## config.mk

```make
export PLATFORM = sky130hd
export DESIGN_NAME = uart_rx
export DESIGN_NICKNAME = d
export VERILOG_FILES = /design/src/rtl/uart_rx_pkg.sv /design/src/rtl/uart_rx_sync.sv /design/src/rtl/uart_rx.sv
export SDC_FILE = /design/constraint.sdc
export NUM_CORES = 1
export LEC_CHECK = 0
export ABC_CLOCK_PERIOD_IN_PS = 1700
export CAP_MARGIN = 10
export CORE_MARGIN = 10
export CORE_UTILIZATION = 50
export DETAILED_ROUTE_END_ITERATION = 8
export GPL_TIMING_DRIVEN = 0
export PLACE_DENSITY = 0.73
export SLEW_MARGIN = 20
export SYNTH_ARGS = -nofsm -noshare
export SYNTH_HDL_FRONTEND = slang
export SYNTH_SLANG_ARGS = --single-unit
```

## constraint.sdc

```tcl
create_clock -name RST_clk -period 1.7 [get_ports RST_clk]
set_input_delay 0.34 -clock RST_clk [delete_from_list [all_inputs] [get_ports RST_clk]]
set_output_delay 0.34 -clock RST_clk [all_outputs]
set_load 0.05 [all_outputs]
```

## src/rtl/uart_rx_pkg.sv

```systemverilog
// Shared definitions for the UART receive path: frame levels, default timing
// and the receiver state encoding.
package uart_rx_pkg;

    localparam int   DEF_CLKS_PER_BIT = 434;
    localparam int   DEF_DATA_BITS    = 8;
    localparam logic START_LEVEL      = 1'b0;
    localparam logic STOP_LEVEL       = 1'b1;

    typedef enum logic [1:0] {
        ST_IDLE  = 2'd0,
        ST_START = 2'd1,
        ST_DATA  = 2'd2,
        ST_STOP  = 2'd3
    } rx_state_t;

endpackage

```

## src/rtl/uart_rx_sync.sv

```systemverilog
// Two-flop synchroniser for an asynchronous line, with a delayed copy for
// falling-edge detection; reusable for any idle-high async input.
module uart_rx_sync (
    input  logic clk,
    input  logic rst,
    input  logic din,
    output logic level,
    output logic fall
);

    logic       meta;
    logic       level_d;
    logic [1:0] warm;

    // The warm-up count masks the edge that would appear when a line held low
    // out of reset flushes the high reset values through the pipeline.
    always_ff @(posedge clk) begin
        if (rst) begin
            meta    <= 1'b1;
            level   <= 1'b1;
            level_d <= 1'b1;
            warm    <= 2'd0;
        end else begin
            meta    <= din;
            level   <= meta;
            level_d <= level;
            if (warm != 2'd3) begin
                warm <= warm + 2'd1;
            end
        end
    end

    assign fall = (warm == 2'd3) && level_d && !level;

endmodule

```

## src/rtl/uart_rx.sv

```systemverilog
// 8N1 UART receiver: mid-bit sampling from an internal bit timer, byte output
// on a valid/ready handshake with framing and overrun pulses.
module uart_rx
    import uart_rx_pkg::*;
#(
    parameter int   CLKS_PER_BIT = DEF_CLKS_PER_BIT,
    parameter int   DATA_BITS    = DEF_DATA_BITS,
    parameter logic STOP_BIT     = STOP_LEVEL
) (
    input  logic                 RST_clk,
    input  logic                 RST,
    input  logic                 uart_rx_data,
    output logic [DATA_BITS-1:0] rx_data,
    output logic                 rx_valid,
    input  logic                 rx_ready,
    output logic                 frame_err,
    output logic                 rx_overrun,
    output logic                 uart_busy
);

    localparam int CW = $clog2(CLKS_PER_BIT);
    localparam int BW = $clog2(DATA_BITS + 1);
    localparam logic [CW-1:0] HALF_LAST = CW'(CLKS_PER_BIT / 2 - 1);
    localparam logic [CW-1:0] BIT_LAST  = CW'(CLKS_PER_BIT - 1);
    localparam logic [BW-1:0] LAST_BIT  = BW'(DATA_BITS - 1);

    rx_state_t            state, state_next;
    logic [CW-1:0]        clk_cnt, clk_cnt_next;
    logic [BW-1:0]        bit_cnt, bit_cnt_next;
    logic [DATA_BITS-1:0] shreg, shreg_next;
    logic [DATA_BITS-1:0] data_next;
    logic                 valid_next;
    logic                 new_byte;
    logic                 stop_bad;
    logic                 rx_s;
    logic                 rx_fall;

    uart_rx_sync u_sync (
        .clk   (RST_clk),
        .rst   (RST),
        .din   (uart_rx_data),
        .level (rx_s),
        .fall  (rx_fall)
    );

    // The STOP state hands back to IDLE at mid stop bit so a following start
    // edge immediately after the stop bit is still seen.
    always_comb begin
        state_next   = state;
        clk_cnt_next = clk_cnt + CW'(1);
        bit_cnt_next = bit_cnt;
        shreg_next   = shreg;
        new_byte     = 1'b0;
        stop_bad     = 1'b0;

        case (state)
            ST_IDLE: begin
                if (rx_fall) begin
                    state_next = ST_START;
                end
            end
            ST_START: begin
                if (clk_cnt == HALF_LAST) begin
                    state_next   = (rx_s == START_LEVEL) ? ST_DATA : ST_IDLE;
                    bit_cnt_next = '0;
                end
            end
            ST_DATA: begin
                if (clk_cnt == BIT_LAST) begin
                    shreg_next   = {rx_s, shreg[DATA_BITS-1:1]};
                    bit_cnt_next = bit_cnt + BW'(1);
                    clk_cnt_next = '0;
                    if (bit_cnt == LAST_BIT) begin
                        state_next = ST_STOP;
                    end
                end
            end
            ST_STOP: begin
                if (clk_cnt == BIT_LAST) begin
                    state_next = ST_IDLE;
                    if (rx_s == STOP_BIT) begin
                        new_byte = 1'b1;
                    end else begin
                        stop_bad = 1'b1;
                    end
                end
            end
            default: state_next = ST_IDLE;
        endcase

        if (state_next != state || state == ST_IDLE) begin
            clk_cnt_next = '0;
        end

        data_next  = new_byte ? shreg : rx_data;
        valid_next = new_byte | (rx_valid & ~rx_ready);
    end

    always_ff @(posedge RST_clk) begin
        if (RST) begin
            state      <= ST_IDLE;
            clk_cnt    <= '0;
            bit_cnt    <= '0;
            shreg      <= '0;
            rx_data    <= '0;
            rx_valid   <= 1'b0;
            frame_err  <= 1'b0;
            rx_overrun <= 1'b0;
            uart_busy  <= 1'b0;
        end else begin
            state      <= state_next;
            clk_cnt    <= clk_cnt_next;
            bit_cnt    <= bit_cnt_next;
            shreg      <= shreg_next;
            rx_data    <= data_next;
            rx_valid   <= valid_next;
            frame_err  <= stop_bad;
            rx_overrun <= new_byte & rx_valid & ~rx_ready;
            uart_busy  <= (state_next != ST_IDLE);
        end
    end

endmodule

```

==> summary.txt, run 1 <==
Status -> complete, no violations
Final hold vios -> 0
Area Overhead vs Synth -> 20.2%
Multi-input gate area -> 928 µm²
Synth warn -> 0
DRT Pass-1 Iters -> 4
Leakage -> 0.892 nW
Synthesized flop and latch total -> 40
Die W -> 79.6 µm
Seq. cell area -> 806 µm²
DIE AREA -> 6340 µm²
Pwr Total -> 0.00168 W
Post-Syn Area -> 1780 µm²
Adder-cell share of the synthesized area -> 0.0352
CTS tree -> done
IO Count -> 16
Filler Cell Count -> 288
CORE AREA -> 3390 µm²
Synth Area in XOR/XNOR -> 0.0493
H-tree levels -> 2
R2r startpoint -> clk_cnt[0]
Max clock buf depth -> 2
Peak fanout along the critical path -> 7
CTS Sinks -> 40
Arr. time, crit path -> 1.91 ns
I/O Buffers -> 15
Post-route ant nets -> 0
CP Class -> reg2reg
Avg Cell Area, Syn -> 10.2 µm²
Crit. End Element -> flop
Bufs and invs on worst path -> 1
Vias in the first global route -> 1281
DRC Markers -> 0
Largest stage delay on the critical path -> 0.40 ns
Critical Path Source -> clk_cnt[0]
Worst-path cell chain -> inv_2, ha_2, and4b_2, a311oi_4, nand2_4, nor3_2
Max Clock Freq -> 612 MHz
Worst Hold Launch -> u_sync.meta
DR vias -> 1338
Slew Limit Fails -> 0
Largest net degree at the start of global routing -> 15
Clk_skew -> 0.0116 ns
Via-to-Cell Ratio -> 5.35
Rel. slew slack -> 0.668
Clock Latency Late Sink -> 0.35 ns
Hold WS -> 0.443 ns
P per Cell Area -> 786 nW/µm²
Root Driver -> clkbuf_4
Initial antenna violation count -> 0
Gpl congestion -> 0.813
Worst Tran Pin Value -> 0.500 ns
Delay-heaviest family, CP -> simple AND/OR/NAND/NOR gates
Fin crit period -> 1.63 ns
Post-Synth Simple-Gate Area -> 0.257
Total GRT Usage -> 0.114
Main combinational cell family by area after synthesis -> simple AND/OR/NAND/NOR gates
N_diodes -> 0
Multiplexer share of the synthesized area -> 0.101
Maximum VDD drop -> 0.000653 V
Worst setup SP type -> flop
Total CTS buffers -> 5
Reg clk slew, reported paths -> 0.13 ns
Mapped Nets -> 184
Fraction of layout cells with a size suffix above 1 -> 0.225
Post-DP HPWL -> 2.58 mm
Dpl cells -> 236
Total Wirelength -> 3.57 mm
WP data required -> 1.98 ns
Compound-gate portion of the synthesized area -> 0.0620
Drt wl/cell -> 14.3 µm
Setup violators final -> 0
CP Depth -> 6
Cell Rows -> 21
Hold Crit Depth -> 1
Hold Path Class -> reg2reg
Grt ovf -> 0
Fin util -> 0.630
First-pass GRT wire length -> 5.84 mm
Sequential area share after synthesis -> 0.451
Synth Instances -> 175
Nets@finish -> 212
Die Y -> 79.6 µm
CTS Hold Bufs -> 0
Max_cap viols -> 0
Worst reg2reg path depth -> 6
Worst path slowest cell -> dfxtp_4
Starting DRT DRC Count -> 74
Non-filler instance count after layout -> 250
Starting Density -> 0.524
Period Utilization, post-route -> 0.961
Library cells used by synthesis -> 40
[cell usage after synthesis]
master / n / area (µm²)
dfxtp_1: 40 / 801
nor2_1: 26 / 97.6
mux2i_1: 18 / 180
nand3_1: 9 / 45.0
xor2_1: 8 / 70.1
nor3_1: 7 / 35.0
nand4_1: 6 / 37.5
a21oi_1: 5 / 25.0
ha_1: 5 / 62.6
nand2_1: 5 / 18.8
and4_1: 3 / 26.3
inv_1: 3 / 11.3
or2_2: 3 / 18.8
a21oi_2: 2 / 17.5
a31oi_1: 2 / 12.5
and3_1: 2 / 12.5
buf_4: 2 / 15.0
buf_6: 2 / 22.5
clkbuf_1: 2 / 7.51
nand2b_1: 2 / 12.5
nor3_2: 2 / 20.0
nor3b_2: 2 / 25.0
xnor2_1: 2 / 17.5
a211oi_2: 1 / 12.5
a311oi_4: 1 / 26.3
a41oi_1: 1 / 8.76
and2_1: 1 / 6.26
and3_2: 1 / 7.51
and3b_1: 1 / 8.76
and4_2: 1 / 10.0
and4b_1: 1 / 10.0
and4bb_4: 1 / 16.3
buf_1: 1 / 3.75
buf_2: 1 / 5.00
clkbuf_8: 1 / 13.8
nand2_4: 1 / 11.3
nor2b_1: 1 / 6.26
nor3_4: 1 / 16.3
nor4b_2: 1 / 15.0
o211ai_1: 1 / 7.51
[flip-flops by register name (all words and copies together), names as in the netlist, 2 cells and up]
register / flops
state: 2
rx_data: 8
bit_cnt: 4
clk_cnt: 9
shreg: 8
u_sync.warm: 2
[layer usage]
layer,share of wire,track usage
met2,0.48,0.180
met3,0.043,0.0360
met1,0.46,0.138
met4,0.012,0.0538
met5,0,0
[cells in the final DEF (no fill, tap or decap), types with 3 or more instances in the layout]
cell | Yosys | final
nor3_2 | 2 | 4
ha_1 | 5 | 4
clkbuf_4 | 0 | 5
or2_2 | 3 | 3
nand3_1 | 9 | 9
buf_4 | 2 | 8
nor2_1 | 26 | 26
dlygate4sd2_1 | 0 | 12
nand2_1 | 5 | 5
mux2i_1 | 18 | 18
xor2_1 | 8 | 8
a21oi_1 | 5 | 5
and4_1 | 3 | 3
clkdlybuf4s50_1 | 0 | 3
nand4_1 | 6 | 6
nor3_1 | 7 | 5
dfxtp_1 | 40 | 38
[metrics by stage]
step | worst slack, ns | cell area (µm²) | setup TNS (ns)
floorplan | 0.104 | 1780 | 0
detailed placement | -0.262 | 1980 | -2.79
finish | 0.0656 | 2140 | 0
global placement | -0.212 | 1980 | -2.18
CTS | 0.0000724 | 2050 | 0
global route | -0.00323 | 2140 | -0.00323
[final timing paths]
| path | end | slack [ns] |
|---|---|---|
| hold reg to reg | u_sync.level | 0.44 |
| setup reg to reg | clk_cnt[2] | 0.07 |
| hold / removal | u_sync.level | 0.44 |
| setup / recovery | clk_cnt[2] | 0.07 |
[report_power, final]
group / total (W) / switching [W] / internal (W)
registers: 0.000959 / 0.00000872 / 0.000950
logic: 0.0000706 / 0.0000402 / 0.0000304
clock network: 0.000649 / 0.000335 / 0.000314
total: 0.00168 / 0.000384 / 0.00130
[repair_timing]
item,4_1_cts,5_1_grt
resized for setup,13,11
pin swaps,1,5
cloned,0,0
endpoints found under the setup margin,19,24
setup buffers,0,6
[cell type report]
| cell class | count | area share |
|---|---|---|
| repair buffers | 21 | 0.0844 |
| clock inverters | 3 | 0.0217 |
| inverters | 3 | 0.00527 |
| plain buffers | 9 | 0.0322 |
| multi-input cells | 123 | 0.435 |
| flip-flops and latches | 40 | 0.377 |
| well taps | 46 | 0.0269 |
| clock buffers | 5 | 0.0176 |
[worst reg2reg max path, cell delays in order (launching register included)]
cell and delay, ns:
dfxtp_4 0.40, inv_2 0.04, ha_2 0.16, and4b_2 0.30
a311oi_4 0.33, nand2_4 0.15, nor3_2 0.20
[cell families (layout without fill, tap and decap cells)]
| kind of cell | Yosys count | after routing |
|---|---|---|
| and+or+nand+nor | 77 | 77 |
| DFF | 40 | 40 |
| muxes | 18 | 18 |
| AOI/OAI and AO/OA | 13 | 13 |
| buffers and inverters | 12 | 41 |
| xor gates and xnor gates | 10 | 10 |
| adders and majority gates | 5 | 5 |
Note: power is estimated with default switching activity, not from simulation.
==> run 2, diff against run 1 <==
--- a/config.mk
+++ b/config.mk
@@ -6,7 +6,7 @@
 export NUM_CORES = 1
 export LEC_CHECK = 0
 export ABC_CLOCK_PERIOD_IN_PS = 1700
-export CAP_MARGIN = 10
+export CAP_MARGIN = 25
 export CORE_MARGIN = 10
 export CORE_UTILIZATION = 50
 export DETAILED_ROUTE_END_ITERATION = 8
==> results of run 2 <==
Same layout as run 1: the final DEF is identical, and so are final timing and power.
==> run 3, diff against run 2 <==
--- a/config.mk
+++ b/config.mk
@@ -11,7 +11,8 @@
 export CORE_UTILIZATION = 50
 export DETAILED_ROUTE_END_ITERATION = 8
 export GPL_TIMING_DRIVEN = 0
-export PLACE_DENSITY = 0.73
+export PLACE_DENSITY_LB_ADDON = 0.05
+export RECOVER_POWER = 50
 export SLEW_MARGIN = 20
 export SYNTH_ARGS = -nofsm -noshare
 export SYNTH_HDL_FRONTEND = slang
==> summary.txt, run 3 (same netlist as run 1, synthesis figures left out) <==
Fin crit period -> 1.64 ns (+0.00198 ns)
Total CTS buffers -> 5 (unchanged)
IO Count -> 16 (unchanged)
Gpl congestion -> 0.826 (+1.6%)
Final instance area -> 2170 µm² (+1.8%)
Die W -> 79.6 µm (unchanged)
P per Cell Area -> 784 nW/µm² (-0.30%)
Maximum VDD drop -> 0.000584 V (-11%)
Worst setup SP type -> flop
Grt ovf -> 0 (unchanged)
Arr. time, crit path -> 1.91 ns (about the same)
Status -> complete, no violations
Area Overhead vs Synth -> 22.4%
Setup violators final -> 0 (unchanged)
Worst Hold Launch -> u_sync.meta
Leakage -> 0.902 nW (+1.1%)
Post-DP HPWL -> 2.51 mm (-2.6%)
Pwr Total -> 0.00170 W (+1.5%)
Initial antenna violation count -> 0 (unchanged)
Critical Path Source -> clk_cnt[0]
Starting Density -> 0.524 (unchanged)
H-tree levels -> 2 (unchanged)
Vias in the first global route -> 1356 (+5.9%)
Worst path slowest cell -> dfxtp_4
Rel. slew slack -> 0.669 (+0.00109)
CORE AREA -> 3390 µm² (unchanged)
Drt wl/cell -> 15.4 µm (+7.8%)
Starting DRT DRC Count -> 111 (+50%)
DIE AREA -> 6340 µm² (unchanged)
Commonest non-fill, non-tap cell in the layout -> dfxtp_1
R2r startpoint -> clk_cnt[0]
Total GRT Usage -> 0.119 (+0.00431)
WP data required -> 1.97 ns (about the same)
First-pass GRT wire length -> 6.13 mm (+5.0%)
CTS tree -> done
DRC Markers -> 0 (unchanged)
Slew Limit Fails -> 0 (unchanged)
Via-to-Cell Ratio -> 5.46 (+2.0%)
Worst Tran Pin Value -> 0.498 ns (-0.00165 ns)
Total Wirelength -> 3.85 mm (+7.8%)
Largest net degree at the start of global routing -> 14 (-1)
Worst-path cell chain -> inv_2, ha_4, and4b_2, a311oi_4, nand2_4, nor3_2
Hold Path Class -> reg2reg
DR vias -> 1365 (+2.0%)
Max clock buf depth -> 2 (unchanged)
CP Class -> reg2reg
Largest stage delay on the critical path -> 0.40 ns (about the same)
N_diodes -> 0 (unchanged)
CTS Sinks -> 40 (unchanged)
Clk_skew -> 0.0138 ns (+0.00228 ns)
Peak fanout along the critical path -> 7 (unchanged)
Max Clock Freq -> 611 MHz (-0.12%)
I/O Buffers -> 15 (unchanged)
Period Utilization, post-route -> 0.963 (+0.00117)
Fraction of layout cells with a size suffix above 1 -> 0.230 (+0.00490)
Final hold vios -> 0 (unchanged)
Post-route ant nets -> 0 (unchanged)
Most frequent cells in the layout -> 38 x dfxtp_1, 26 x nor2_1, 18 x mux2i_1, 12 x dlygate4sd2_1, 9 x nand3_1
Max_cap viols -> 0 (unchanged)
Reg clk slew, reported paths -> 0.13 ns (about the same)
Cell Rows -> 21 (unchanged)
Clock Latency Late Sink -> 0.36 ns (about the same)
Nets@finish -> 212 (unchanged)
Crit. End Element -> flop
Register name with the most flops -> clk_cnt
Placed instance area -> 1980 µm² (unchanged)
Biggest regs -> clk_cnt: 9 flops, rx_data: 8 flops, shreg: 8 flops
Root Driver -> clkbuf_4
R2r setup slk -> 0.06 ns (about the same)
Die Y -> 79.6 µm (unchanged)
Largest register FFs -> 9 (unchanged)
DRT Pass-1 Iters -> 4 (unchanged)
-- run 3: path summary, 6_finish.rpt --
path                        to  depth (start not counted)
hold reg to reg   u_sync.level                          1
hold / removal    u_sync.level                          1
setup / recovery    clk_cnt[0]                          6
setup reg to reg    clk_cnt[0]                          6
-- run 3: repair_timing --
| action | in CTS | in global routing |
|---|---|---|
| setup buffers | 1 | 3 |
| hold endpoints to repair | 0 | 0 |
| gates cloned | 0 | 2 |
| gates resized for setup | 14 | 16 |
| pin swaps | 1 | 5 |
| hold buffers | 0 | 0 |
| endpoints found under the setup margin | 28 | 20 |
-- run 3: critical path: cells and delay by family, from the launching register on --
kind | cells | cell delay (ns)
buf+inv | 1 | 0.05
compound gates | 1 | 0.34
flops | 1 | 0.40
fa+ha+maj | 1 | 0.14
simple gates | 3 | 0.63
-- run 3: where the power goes --
group / internal, W / switching, W
clock: 0.000352 / 0.000326
combinational: 0.0000293 / 0.0000393
sequential: 0.000949 / 0.00000841
total: 0.00133 / 0.000374
-- run 3: per-layer routing --
layer	share of wire	global-route usage	vias to the layer above
li1	-	-	672
met1	0.43	0.135	651
met2	0.48	0.189	31
met3	0.053	0.0383	11
met4	0.029	0.0735	0
met5	0	0	-
-- run 3: area by class of cell --
type / instances / area [µm²]
plain buffers: 9 / 75.1
clock buffers: 6 / 51.3
clock inverters: 2 / 38.8
fillers: 284 / 1210
inverters: 3 / 11.3
multi-input cells: 123 / 935
flip-flops and latches: 40 / 808
well taps: 46 / 57.6
repair buffers: 21 / 198
-- run 3: per-stage QoR --
step | setup TNS, ns | hold slack, ns | std cells | utilization | setup WS (ns)
after floorplan | 0 | 0.389 | 175 | - | 0.104
after global placement | -2.70 | 0.400 | 236 | 0.585 | -0.245
after detailed placement | -2.91 | 0.397 | 236 | 0.585 | -0.255
after CTS | 0 | 0.431 | 245 | 0.611 | 0.0360
after global routing | -0.0143 | 0.477 | 250 | 0.642 | -0.0143
final | 0 | 0.435 | 250 | 0.642 | 0.0636
